===== config.mk =====
export PLATFORM = sky130hd
export DESIGN_NAME = prefetch_queue_flat
export DESIGN_NICKNAME = d
export VERILOG_FILES = /design/src/rtl/prefetch_queue_if.sv /design/src/rtl/prefetch_queue.sv /design/src/flat_wrapper.sv
export SDC_FILE = /design/constraint.sdc
export NUM_CORES = 1
export LEC_CHECK = 0
export BUFFER_PORTS_ARGS = -buffer_cell sky130_fd_sc_hd__buf_2
export CELL_PAD_IN_SITES_DETAIL_PLACEMENT = 0
export CELL_PAD_IN_SITES_GLOBAL_PLACEMENT = 1
export CORE_AREA = 2 2 131 133
export DETAILED_ROUTE_END_ITERATION = 7
export DIE_AREA = 0 0 133 135
export GPL_ROUTABILITY_DRIVEN = 0
export PLACE_DENSITY_LB_ADDON = 0.1
export SLEW_MARGIN = 20
export SYNTH_ARGS = -nofsm -noshare
export SYNTH_HDL_FRONTEND = slang
export SYNTH_SLANG_ARGS = --single-unit

===== constraint.sdc =====
create_clock -name clk -period 1.9 [get_ports clk]
set_input_delay 0.19 -clock clk [delete_from_list [all_inputs] [get_ports clk]]
set_output_delay 0.19 -clock clk [all_outputs]
set_load 0.01 [all_outputs]

===== src/rtl/prefetch_queue_if.sv =====
// Bus types shared by the prefetcher and its environment, plus the interface
// that bundles the redirect, MMU request/response and fetch-side ports.
//   master : prefetcher view (drives MMU request and fetch outputs)
//   slave  : environment view (core + MMU)
package prefetch_pkg;
  typedef enum logic [1:0] {
    BUS_OP_IDLE  = 2'd0,
    BUS_OP_READ  = 2'd1,
    BUS_OP_WRITE = 2'd2
  } bus_op_t;

  typedef enum logic [1:0] {
    BUS_SIZE_BYTE = 2'd0,
    BUS_SIZE_WORD = 2'd1
  } bus_size_t;
endpackage

interface prefetch_queue_if #(
  parameter int DEPTH = 4
) ();
  localparam int CW = $clog2(DEPTH + 1);

  // redirect from core
  logic                  redirect_valid;
  logic [15:0]           redirect_addr;
  // MMU side
  logic                  bus_grant;
  prefetch_pkg::bus_op_t   mmu_req_op;
  prefetch_pkg::bus_size_t mmu_req_size;
  logic [15:0]           mmu_req_addr;
  logic                  mmu_resp_done;
  logic [15:0]           mmu_resp_rdata;
  // decode side
  logic                  fetch_valid;
  logic [7:0]            fetch_byte;
  logic [15:0]           fetch_pc;
  logic                  fetch_ready;
  logic [CW-1:0]         queue_count;
  logic                  fetch_busy;

  modport master (
    input  redirect_valid, redirect_addr, bus_grant,
           mmu_resp_done, mmu_resp_rdata, fetch_ready,
    output mmu_req_op, mmu_req_size, mmu_req_addr,
           fetch_valid, fetch_byte, fetch_pc, queue_count, fetch_busy
  );

  modport slave (
    output redirect_valid, redirect_addr, bus_grant,
           mmu_resp_done, mmu_resp_rdata, fetch_ready,
    input  mmu_req_op, mmu_req_size, mmu_req_addr,
           fetch_valid, fetch_byte, fetch_pc, queue_count, fetch_busy
  );
endinterface


===== src/rtl/prefetch_queue.sv =====
// Instruction prefetcher: streams sequential bytes from fetch_addr over the
// MMU bus into a DEPTH-entry FIFO and offers them to decode via valid/ready.
// A redirect flushes the FIFO and restarts fetching; a read already on the
// bus when the redirect arrives is allowed to finish and its data dropped.
// Ports:
//   clk      rising-edge clock
//   reset_n  asynchronous active-low reset
//   bus      prefetch_queue_if.master (redirect, MMU req/resp, fetch port,
//            queue_count, fetch_busy)
module prefetch_queue
  import prefetch_pkg::*;
#(
  parameter int          DEPTH    = 4,
  parameter logic [15:0] RESET_PC = 16'h0100
) (
  input  logic             clk,
  input  logic             reset_n,
  prefetch_queue_if.master bus
);

  localparam int CW = $clog2(DEPTH + 1);
  localparam int PW = $clog2(DEPTH);
  localparam logic [CW-1:0] DEPTH_C = CW'(DEPTH);
  localparam logic [PW-1:0] LAST_C  = PW'(DEPTH - 1);

  typedef enum logic [1:0] {S_IDLE, S_WAIT, S_DISCARD} state_t;

  state_t        state, state_nxt;
  logic [15:0]   fetch_addr;
  bus_op_t       req_op;
  logic [15:0]   req_addr;
  logic [7:0]    byte_mem [DEPTH];
  logic [15:0]   pc_mem   [DEPTH];
  logic [PW-1:0] head, tail;
  logic [CW-1:0] count;
  logic          flush, pop, issue, push, retire;
  logic [7:0]    rdata_unused;

  // upper half of the read data carries nothing for byte fetches
  assign rdata_unused = bus.mmu_resp_rdata[15:8];

  function automatic logic [PW-1:0] ptr_inc(input logic [PW-1:0] p);
    return (p == LAST_C) ? '0 : p + 1'b1;
  endfunction

  // flush wins over a coincident pop
  assign flush = bus.redirect_valid;
  assign pop   = (count != '0) && bus.fetch_ready && !flush;

  always_ff @(posedge clk or negedge reset_n) begin
    if (!reset_n) state <= S_IDLE;
    else          state <= state_nxt;
  end

  // issue only with a free slot: at most one read is outstanding and pops only
  // free space, so the eventual push always fits
  always_comb begin
    state_nxt = state;
    issue     = 1'b0;
    push      = 1'b0;
    retire    = 1'b0;
    case (state)
      S_IDLE: begin
        if (bus.bus_grant && (count < DEPTH_C) && !flush) begin
          issue     = 1'b1;
          state_nxt = S_WAIT;
        end
      end
      S_WAIT: begin
        if (bus.mmu_resp_done) begin
          retire    = 1'b1;
          push      = !flush;
          state_nxt = S_IDLE;
        end else if (flush) begin
          state_nxt = S_DISCARD;
        end
      end
      S_DISCARD: begin
        if (bus.mmu_resp_done) begin
          retire    = 1'b1;
          state_nxt = S_IDLE;
        end
      end
      default: state_nxt = S_IDLE;
    endcase
  end

  // fetch address and MMU request registers
  always_ff @(posedge clk or negedge reset_n) begin
    if (!reset_n) begin
      fetch_addr <= RESET_PC;
      req_op     <= BUS_OP_IDLE;
      req_addr   <= 16'h0000;
    end else begin
      if (flush)     fetch_addr <= bus.redirect_addr;
      else if (push) fetch_addr <= fetch_addr + 16'h0001;

      if (issue) begin
        req_op   <= BUS_OP_READ;
        req_addr <= fetch_addr;
      end else if (retire) begin
        req_op   <= BUS_OP_IDLE;
      end
    end
  end

  // FIFO storage and pointers
  always_ff @(posedge clk or negedge reset_n) begin
    if (!reset_n) begin
      head  <= '0;
      tail  <= '0;
      count <= '0;
      for (int i = 0; i < DEPTH; i++) begin
        byte_mem[i] <= 8'h00;
        pc_mem[i]   <= RESET_PC;
      end
    end else if (flush) begin
      head  <= '0;
      tail  <= '0;
      count <= '0;
    end else begin
      if (push) begin
        byte_mem[tail] <= bus.mmu_resp_rdata[7:0];
        pc_mem[tail]   <= req_addr;
        tail           <= ptr_inc(tail);
      end
      if (pop) head <= ptr_inc(head);
      case ({push, pop})
        2'b10:   count <= count + 1'b1;
        2'b01:   count <= count - 1'b1;
        default: count <= count;
      endcase
    end
  end

  // all outputs come straight from state registers
  assign bus.mmu_req_op   = req_op;
  assign bus.mmu_req_size = BUS_SIZE_BYTE;
  assign bus.mmu_req_addr = req_addr;
  assign bus.fetch_valid  = (count != '0);
  assign bus.fetch_byte   = byte_mem[head];
  assign bus.fetch_pc     = pc_mem[head];
  assign bus.queue_count  = count;
  assign bus.fetch_busy   = (state != S_IDLE);

endmodule


===== src/flat_wrapper.sv =====
// flat-port wrapper written by rule: the top's interface ports become plain ports
module prefetch_queue_flat import prefetch_pkg::*;
#(
  parameter int          DEPTH    = 4,
  parameter logic [15:0] RESET_PC = 16'h0100
)
  (clk, reset_n, bus_redirect_valid, bus_redirect_addr, bus_bus_grant, bus_mmu_resp_done, bus_mmu_resp_rdata, bus_fetch_ready, bus_mmu_req_op, bus_mmu_req_size, bus_mmu_req_addr, bus_fetch_valid, bus_fetch_byte, bus_fetch_pc, bus_queue_count, bus_fetch_busy);
  prefetch_queue_if #(.DEPTH(DEPTH)) bus_i ();
  input  logic clk;
  input  logic reset_n;
  input wire logic [$bits(bus_i.redirect_valid)-1:0] bus_redirect_valid;
  input wire logic [$bits(bus_i.redirect_addr)-1:0] bus_redirect_addr;
  input wire logic [$bits(bus_i.bus_grant)-1:0] bus_bus_grant;
  input wire logic [$bits(bus_i.mmu_resp_done)-1:0] bus_mmu_resp_done;
  input wire logic [$bits(bus_i.mmu_resp_rdata)-1:0] bus_mmu_resp_rdata;
  input wire logic [$bits(bus_i.fetch_ready)-1:0] bus_fetch_ready;
  output wire logic [$bits(bus_i.mmu_req_op)-1:0] bus_mmu_req_op;
  output wire logic [$bits(bus_i.mmu_req_size)-1:0] bus_mmu_req_size;
  output wire logic [$bits(bus_i.mmu_req_addr)-1:0] bus_mmu_req_addr;
  output wire logic [$bits(bus_i.fetch_valid)-1:0] bus_fetch_valid;
  output wire logic [$bits(bus_i.fetch_byte)-1:0] bus_fetch_byte;
  output wire logic [$bits(bus_i.fetch_pc)-1:0] bus_fetch_pc;
  output wire logic [$bits(bus_i.queue_count)-1:0] bus_queue_count;
  output wire logic [$bits(bus_i.fetch_busy)-1:0] bus_fetch_busy;
  assign bus_i.redirect_valid = bus_redirect_valid;
  assign bus_i.redirect_addr = bus_redirect_addr;
  assign bus_i.bus_grant = bus_bus_grant;
  assign bus_i.mmu_resp_done = bus_mmu_resp_done;
  assign bus_i.mmu_resp_rdata = bus_mmu_resp_rdata;
  assign bus_i.fetch_ready = bus_fetch_ready;
  assign bus_mmu_req_op = bus_i.mmu_req_op;
  assign bus_mmu_req_size = bus_i.mmu_req_size;
  assign bus_mmu_req_addr = bus_i.mmu_req_addr;
  assign bus_fetch_valid = bus_i.fetch_valid;
  assign bus_fetch_byte = bus_i.fetch_byte;
  assign bus_fetch_pc = bus_i.fetch_pc;
  assign bus_queue_count = bus_i.queue_count;
  assign bus_fetch_busy = bus_i.fetch_busy;
  prefetch_queue #(.DEPTH(DEPTH), .RESET_PC(RESET_PC)) u_core (.clk(clk), .reset_n(reset_n), .bus(bus_i));
endmodule

==> results.py, run 1 <==
metrics = {
    "power": {
        "clkPwrFrac_pct": 27.9,
        "p_per_area_nw_per_um2": 1370,
        "pwr-share-seq_pct": 38.4,
        "combPwrFrac_pct": 33.7,
        "p_int_mw": 7.78,
        "peakVddDrop_uv": 645,
        "p_leak_nw": 3.88,
        "power_switching_mw": 3.35,
        "swShare_pct": 30.1,
    },
    "layout": {
        "layout-drive-gt1-share_pct": 52.0,
        "final_area_um2": 8120,
        "utilization_pct": 49.5,
        "nNetsFinal": 593,
        "final_cells": 778,
        "area_growth_syn_to_layout_pct": 25.8,
        "fillers": 1418,
        "n_antenna_cell": 0,
    },
    "routing": {
        "avgViaCountPerCell": 5.01,
        "wl_per_cell_um": 17.7,
        "dr.pass1.iters": 4,
        "vias": 3896,
        "drc": 0,
        "wirelength_mm": 13.8,
        "drt-initial-drc-count": 178,
        "postRouteAntennaNets": 0,
    },
    "sta": {
        "rsz0062_at_grt": "yes",
        "finalCritPeriodShare_pct": 102,
        "fin_crit_ps": 1930,
        "max_freq_mhz": 518,
        "finalSetupTns_ps": -134,
        "final-hold-violation-count": 0,
        "fin_ws_ps": -31.6,
        "setup_viol": 9,
        "fin_worst_skew_ps": 6.30,
        "drv_slew": 0,
    },
    "global_route": {
        "grt_max_degree": 54,
        "overflow": 0,
        "grt_pass1_wl_mm": 23.0,
        "grt_pass1_vias": 4229,
        "grtUsageTotal_pct": 16.7,
        "antenna_found_initial": 0,
    },
    "synthesis": {
        "synth_area_leader_cell": "dfrtp_1",
        "yosys.area_share.simple_pct": 6.70,
        "postSynthCellCount": 436,
        "synth_edf_count": 0,
        "ys_types": 47,
        "synth_top_family_by_area": "multiplexers",
        "synth_xor_xnor_area_share_pct": 1.76,
        "synth_compound_gate_area_share_pct": 2.81,
        "synth_fa_ha_area_share_pct": 2.05,
        "synthTopCellsByArea": "dfrtp_1, mux2_2, mux4_2",
        "ys_ff_latch": 138,
        "synth_top_area_share_pct": 51.5,
        "avgSynthCellArea_um2": 14.8,
        "synth_ff_type": "dfrtp_1",
        "synth_common_cells": "dfrtp_1, mux2_2, mux4_2",
        "synth-seq-area-share_pct": 53.6,
        "ys_warn_count": 0,
        "async_flop_share_pct": 100,
        "muxShareOfSynthArea_pct": 29.9,
        "yosysMostFrequentCell": "dfrtp_1",
        "netlist_area_um2": 6460,
    },
    "place": {
        "dpl_cell_area_um2": 7280,
        "post-place-cells": 733,
        "port_buffers": 75,
        "hpwl_mm": 9.13,
        "pre_cts_ws_ps": 28.8,
    },
    "floorplanning": {
        "core_area_um2": 16400,
        "rows": 47,
        "die_h_um": 135,
        "initial_utilization_pct": 39.4,
        "die_w_um": 133,
        "io_pins": 87,
        "die_area_um2": 18000,
    },
    "clocking": {
        "clock_latency_ps": 410,
        "cts_buffers": 17,
        "clock-root-buffer": "clkbuf_16",
        "tritoncts": "done",
        "cts_sinks": 138,
        "cts.path.max_buffers": 2,
        "clk_pin_slew_ps": 50,
        "cts_max_level": 4,
    },
    "min_path": {
        "min_path_type": "in2reg",
    },
    "job": {
        "maxCapViolations": 0,
    },
    "setup_path": {
        "required_ps": 1710,
        "worstPathArrival_ps": 1740,
        "path_class": "reg2out",
        "critPathMaxFanout": 5,
        "start_kind": "register",
        "end_kind": "output port",
    },
    "status": {
        "violations": "setup timing",
        "outcome": "finished with violations",
    },
}
stage by stage:
| step | total power [mW] | hold WS (ps) |
|---|---|---|
| floorplan | 6.31 | -106 |
| global placement | 7.57 | 120 |
| detailed placement | 7.67 | 127 |
| CTS | 11.1 | 4.65 |
| global route | 11.8 | 30.7 |
| finish | 11.1 | 20.2 |
flip-flops by register name, summed over array words and instances (netlist names):
name                     cells
u_core.head                  2
u_core.byte_mem             32
u_core.bus.mmu_req_op        1
u_core.fetch_addr           16
u_core.state                 2
u_core.pc_mem               64
u_core.tail                  2
u_core.bus.queue_count       3
u_core.bus.mmu_req_addr     16
critical path: stages, from the launching register on:
cell and delay [ps]:
dfrtp_2 410, buf_12 140, buf_16 130, mux4_2 510
buf_6 140
cell usage in the layout, fill, tap and decap left out, types with 5 or more instances in the layout:
| cell type | instances |
|---|---|
| buf_2 | 61 |
| nor2_1 | 12 |
| xnor2_1 | 10 |
| nor3_1 | 6 |
| mux4_2 | 24 |
| dfrtp_1 | 132 |
| dlygate4sd3_1 | 10 |
| dfstp_2 | 5 |
| nand2_4 | 5 |
| inv_1 | 7 |
| clkbuf_16 | 17 |
| buf_12 | 12 |
| o21ai_0 | 12 |
| buf_4 | 13 |
| buf_6 | 14 |
| mux2_4 | 23 |
| mux2_2 | 89 |
| nand2_1 | 22 |
| ha_1 | 8 |
final cells by class:
class | instances | area (µm²) | area share (%)
Multi-Input combinational cell | 268 | 2840 | 35.0
Tap cell | 220 | 275 | 3.39
Clock buffer | 25 | 495 | 6.10
Timing Repair Buffer | 112 | 956 | 11.8
Sequential cell | 138 | 3460 | 42.6
Clock inverter | 7 | 65.1 | 0.801
Inverter | 8 | 30.0 | 0.370
power by group through the flow:
stage	Sequential, mW	Clock (mW)	Combinational (mW)
final	4.27	3.11	3.75
after global routing	4.40	3.32	4.06
after CTS	4.28	3.20	3.66
after detailed placement	4.32	0	3.35
after global placement	4.28	0	3.29
after floorplan	4.21	0	2.10
worst paths after layout:
path	from	cells past startpoint	slack (ps)	endpoint
setup reg to reg	u_core.state[1]	8	70	u_core.bus.queue_count[2]
hold reg to reg	u_core.bus.mmu_req_op[0]	1	480	u_core.bus.mmu_req_op[0]
hold / removal	bus_redirect_addr[1]	3	20	u_core.fetch_addr[1]
min in group asynchronous	reset_n	2	260	u_core.pc_mem[59]
max in group asynchronous	reset_n	3	1010	u_core.head[0]
setup / recovery	u_core.head[0]	4	-30	bus_fetch_byte[3]
kinds of logic after synthesis:
group           count (synthesis)
simple gates                   74
xor+xnor                       13
mux                           140
other cells                     1
flops                         138
buf+inv                        32
compound gates                 28
fa+ha+maj                      10
per-layer routing:
metal	GRT usage, %	part of all wire (%)
met4	5.26	1.1
met1	22.7	48
met2	26.8	48
met3	3.94	3.2
met5	0	0
repair_timing:
item,CTS,global route
gates cloned,2,0
pin swaps,0,1
hold endpoints to repair,44,0
setup endpoints to repair,21,25
hold buffers,10,0
buffers inserted,1,0
resized for setup,9,11
Power figures use the tool's default switching activity.
==> run 2, diff against run 1 <==
--- a/config.mk
+++ b/config.mk
@@ -5,7 +5,7 @@
 export SDC_FILE = /design/constraint.sdc
 export NUM_CORES = 1
 export LEC_CHECK = 0
-export BUFFER_PORTS_ARGS = -buffer_cell sky130_fd_sc_hd__buf_2
+export BUFFER_PORTS_ARGS = -buffer_cell sky130_fd_sc_hd__clkbuf_2
 export CELL_PAD_IN_SITES_DETAIL_PLACEMENT = 0
 export CELL_PAD_IN_SITES_GLOBAL_PLACEMENT = 1
 export CORE_AREA = 2 2 131 133
==> run 2 against run 1 <==
The flow still finishes with violations (setup timing); critical path depth down 1; sequential share of layout area up 0.059 points; total power up 2.2%; register-to-register slack better by 20 ps; sequential cell count unchanged; critical path type unchanged; highest routed layer unchanged.
==> results.py, run 2 (same netlist as run 1, synthesis figures left out) <==
metrics = {
    "status": {
        "outcome": "finished with violations",
        "violations": "setup timing",
    },
    "power": {
        "swShare_pct": 29.3,
        "power_mw": 11.4,
        "peakVddDrop_uv": 702,
        "p_leak_nw": 3.92,
        "combPwrFrac_pct": 29.6,
        "power_switching_mw": 3.33,
        "pwr-share-seq_pct": 37.7,
        "clkPwrFrac_pct": 32.7,
        "p_int_mw": 8.03,
        "p_per_area_nw_per_um2": 1400,
    },
    "layout": {
        "largest_reg_flops": 64,
        "max_flop_register": "u_core.pc_mem",
        "reg_top3": "u_core.pc_mem x64, u_core.byte_mem x32",
        "n_antenna_cell": 0,
        "nNetsFinal": 595,
        "utilization_pct": 49.4,
        "mostFrequentLayoutCells": "dfrtp_1, mux2_2, clkbuf_2",
        "final_area_um2": 8110,
        "final_common_cell": "dfrtp_1",
        "area_growth_syn_to_layout_pct": 25.6,
        "layout-drive-gt1-share_pct": 52.0,
    },
    "routing": {
        "drt-initial-drc-count": 210,
        "vias": 3888,
        "drc": 0,
        "wirelength_mm": 13.8,
        "wl_per_cell_um": 17.7,
        "postRouteAntennaNets": 0,
        "dr.pass1.iters": 4,
        "avgViaCountPerCell": 4.98,
    },
    "job": {
        "maxCapViolations": 0,
    },
    "setup_path": {
        "end_kind": "output port",
        "start_kind": "register",
        "critPathMaxFanout": 10,
        "path_class": "reg2out",
        "worstPathArrival_ps": 1710,
        "critical_path.max_stage_delay_ps": 540,
        "required_ps": 1710,
        "path_cells": "buf_12 -> mux4_2 -> clkbuf_2",
        "cp_slowest_cell": "mux4_2",
    },
    "clocking": {
        "clk_pin_slew_ps": 60,
        "clock_latency_ps": 410,
        "clock-root-buffer": "clkbuf_16",
        "cts_sinks": 138,
        "cts.path.max_buffers": 2,
        "cts_max_level": 4,
        "cts_buffers": 17,
        "tritoncts": "done",
    },
    "global_route": {
        "overflow": 0,
        "grtUsageTotal_pct": 16.6,
        "grt_pass1_wl_mm": 22.9,
        "grt_max_degree": 53,
        "grt_pass1_vias": 4142,
        "antenna_found_initial": 0,
    },
    "floorplanning": {
        "rows": 47,
        "die_h_um": 135,
        "die_area_um2": 18000,
        "initial_utilization_pct": 39.4,
        "core_area_um2": 16400,
        "die_w_um": 133,
        "io_pins": 87,
    },
    "sta": {
        "fin_ws_ps": -2.97,
        "rsz0062_at_grt": "yes",
        "fin_worst_skew_ps": 5.59,
        "max_freq_mhz": 525,
        "drv_slew": 0,
        "finalCritPeriodShare_pct": 100,
        "finalSetupTns_ps": -2.97,
        "final-hold-violation-count": 0,
        "fin_crit_ps": 1900,
        "setup_viol": 1,
    },
    "place": {
        "dpl_cell_area_um2": 7300,
        "hpwl_mm": 9.42,
        "port_buffers": 75,
        "pre_cts_ws_ps": 29.3,
    },
    "min_path": {
        "min_path_type": "in2reg",
    },
}
==> run 2: layout make-up <==
class / instances / area (µm²)
Fill cell: 1430 / 8290
Sequential cell: 138 / 3460
Multi-Input combinational cell: 268 / 2820
Timing Repair Buffer: 114 / 858
Clock buffer: 20 / 447
Tap cell: 220 / 275
Clock inverter: 12 / 219
Inverter: 8 / 30.0
==> run 2: routing by layer <==
metal	track usage, %	up-vias	part of all wire [%]
met5	0	-	0
met1	23.0	1995	49
met4	6.27	0	1.5
met2	25.8	68	47
met3	3.72	18	3.0
li1	-	1807	-
==> run 2: power groups by stage <==
| stage | logic, mW | registers [mW] | clock network (mW) |
|---|---|---|---|
| 6_report | 3.37 | 4.28 | 3.72 |
| 2_1_floorplan | 2.10 | 4.21 | 0 |
| 5_1_grt | 3.66 | 4.41 | 3.93 |
| 4_1_cts | 3.39 | 4.28 | 3.79 |
| 3_3_place_gp | 3.30 | 4.28 | 0 |
| 3_5_place_dp | 3.35 | 4.34 | 0 |
==> run 2: stage by stage <==
stage               cells  hold WS (ps)
floorplan             438          -106
global route          780          13.0
global placement      735           167
finish                780          16.1
detailed placement    735           176
CTS                   779         0.794
==> run 2: final timing paths <==
check,start,endpoint,slack [ps],depth (start not counted)
setup / recovery,u_core.head[0],bus_fetch_pc[12],-3,3
hold / removal,bus_redirect_addr[11],u_core.fetch_addr[11],20,3
setup reg to reg,u_core.state[1],u_core.bus.queue_count[2],90,8
hold reg to reg,u_core.bus.mmu_req_op[0],u_core.bus.mmu_req_op[0],490,1
max in group asynchronous,reset_n,u_core.fetch_addr[8],870,3
min in group asynchronous,reset_n,u_core.pc_mem[54],290,2
==> run 2: worst max-delay path, delay by kind of cell, from the launching register on <==
| family | cells | cell delay, ps |
|---|---|---|
| DFF | 1 | 430 |
| muxes | 1 | 540 |
| buffers and inverters | 2 | 330 |
==> run 2: timing repair <==
| item | CTS | global route |
|---|---|---|
| pin swaps | 0 | 0 |
| gates cloned | 0 | 1 |
| buffers inserted | 2 | 0 |
| endpoints found under the setup margin | 13 | 25 |
| resized for setup | 0 | 6 |
| hold buffers | 10 | 0 |
| hold endpoints to repair | 58 | 0 |
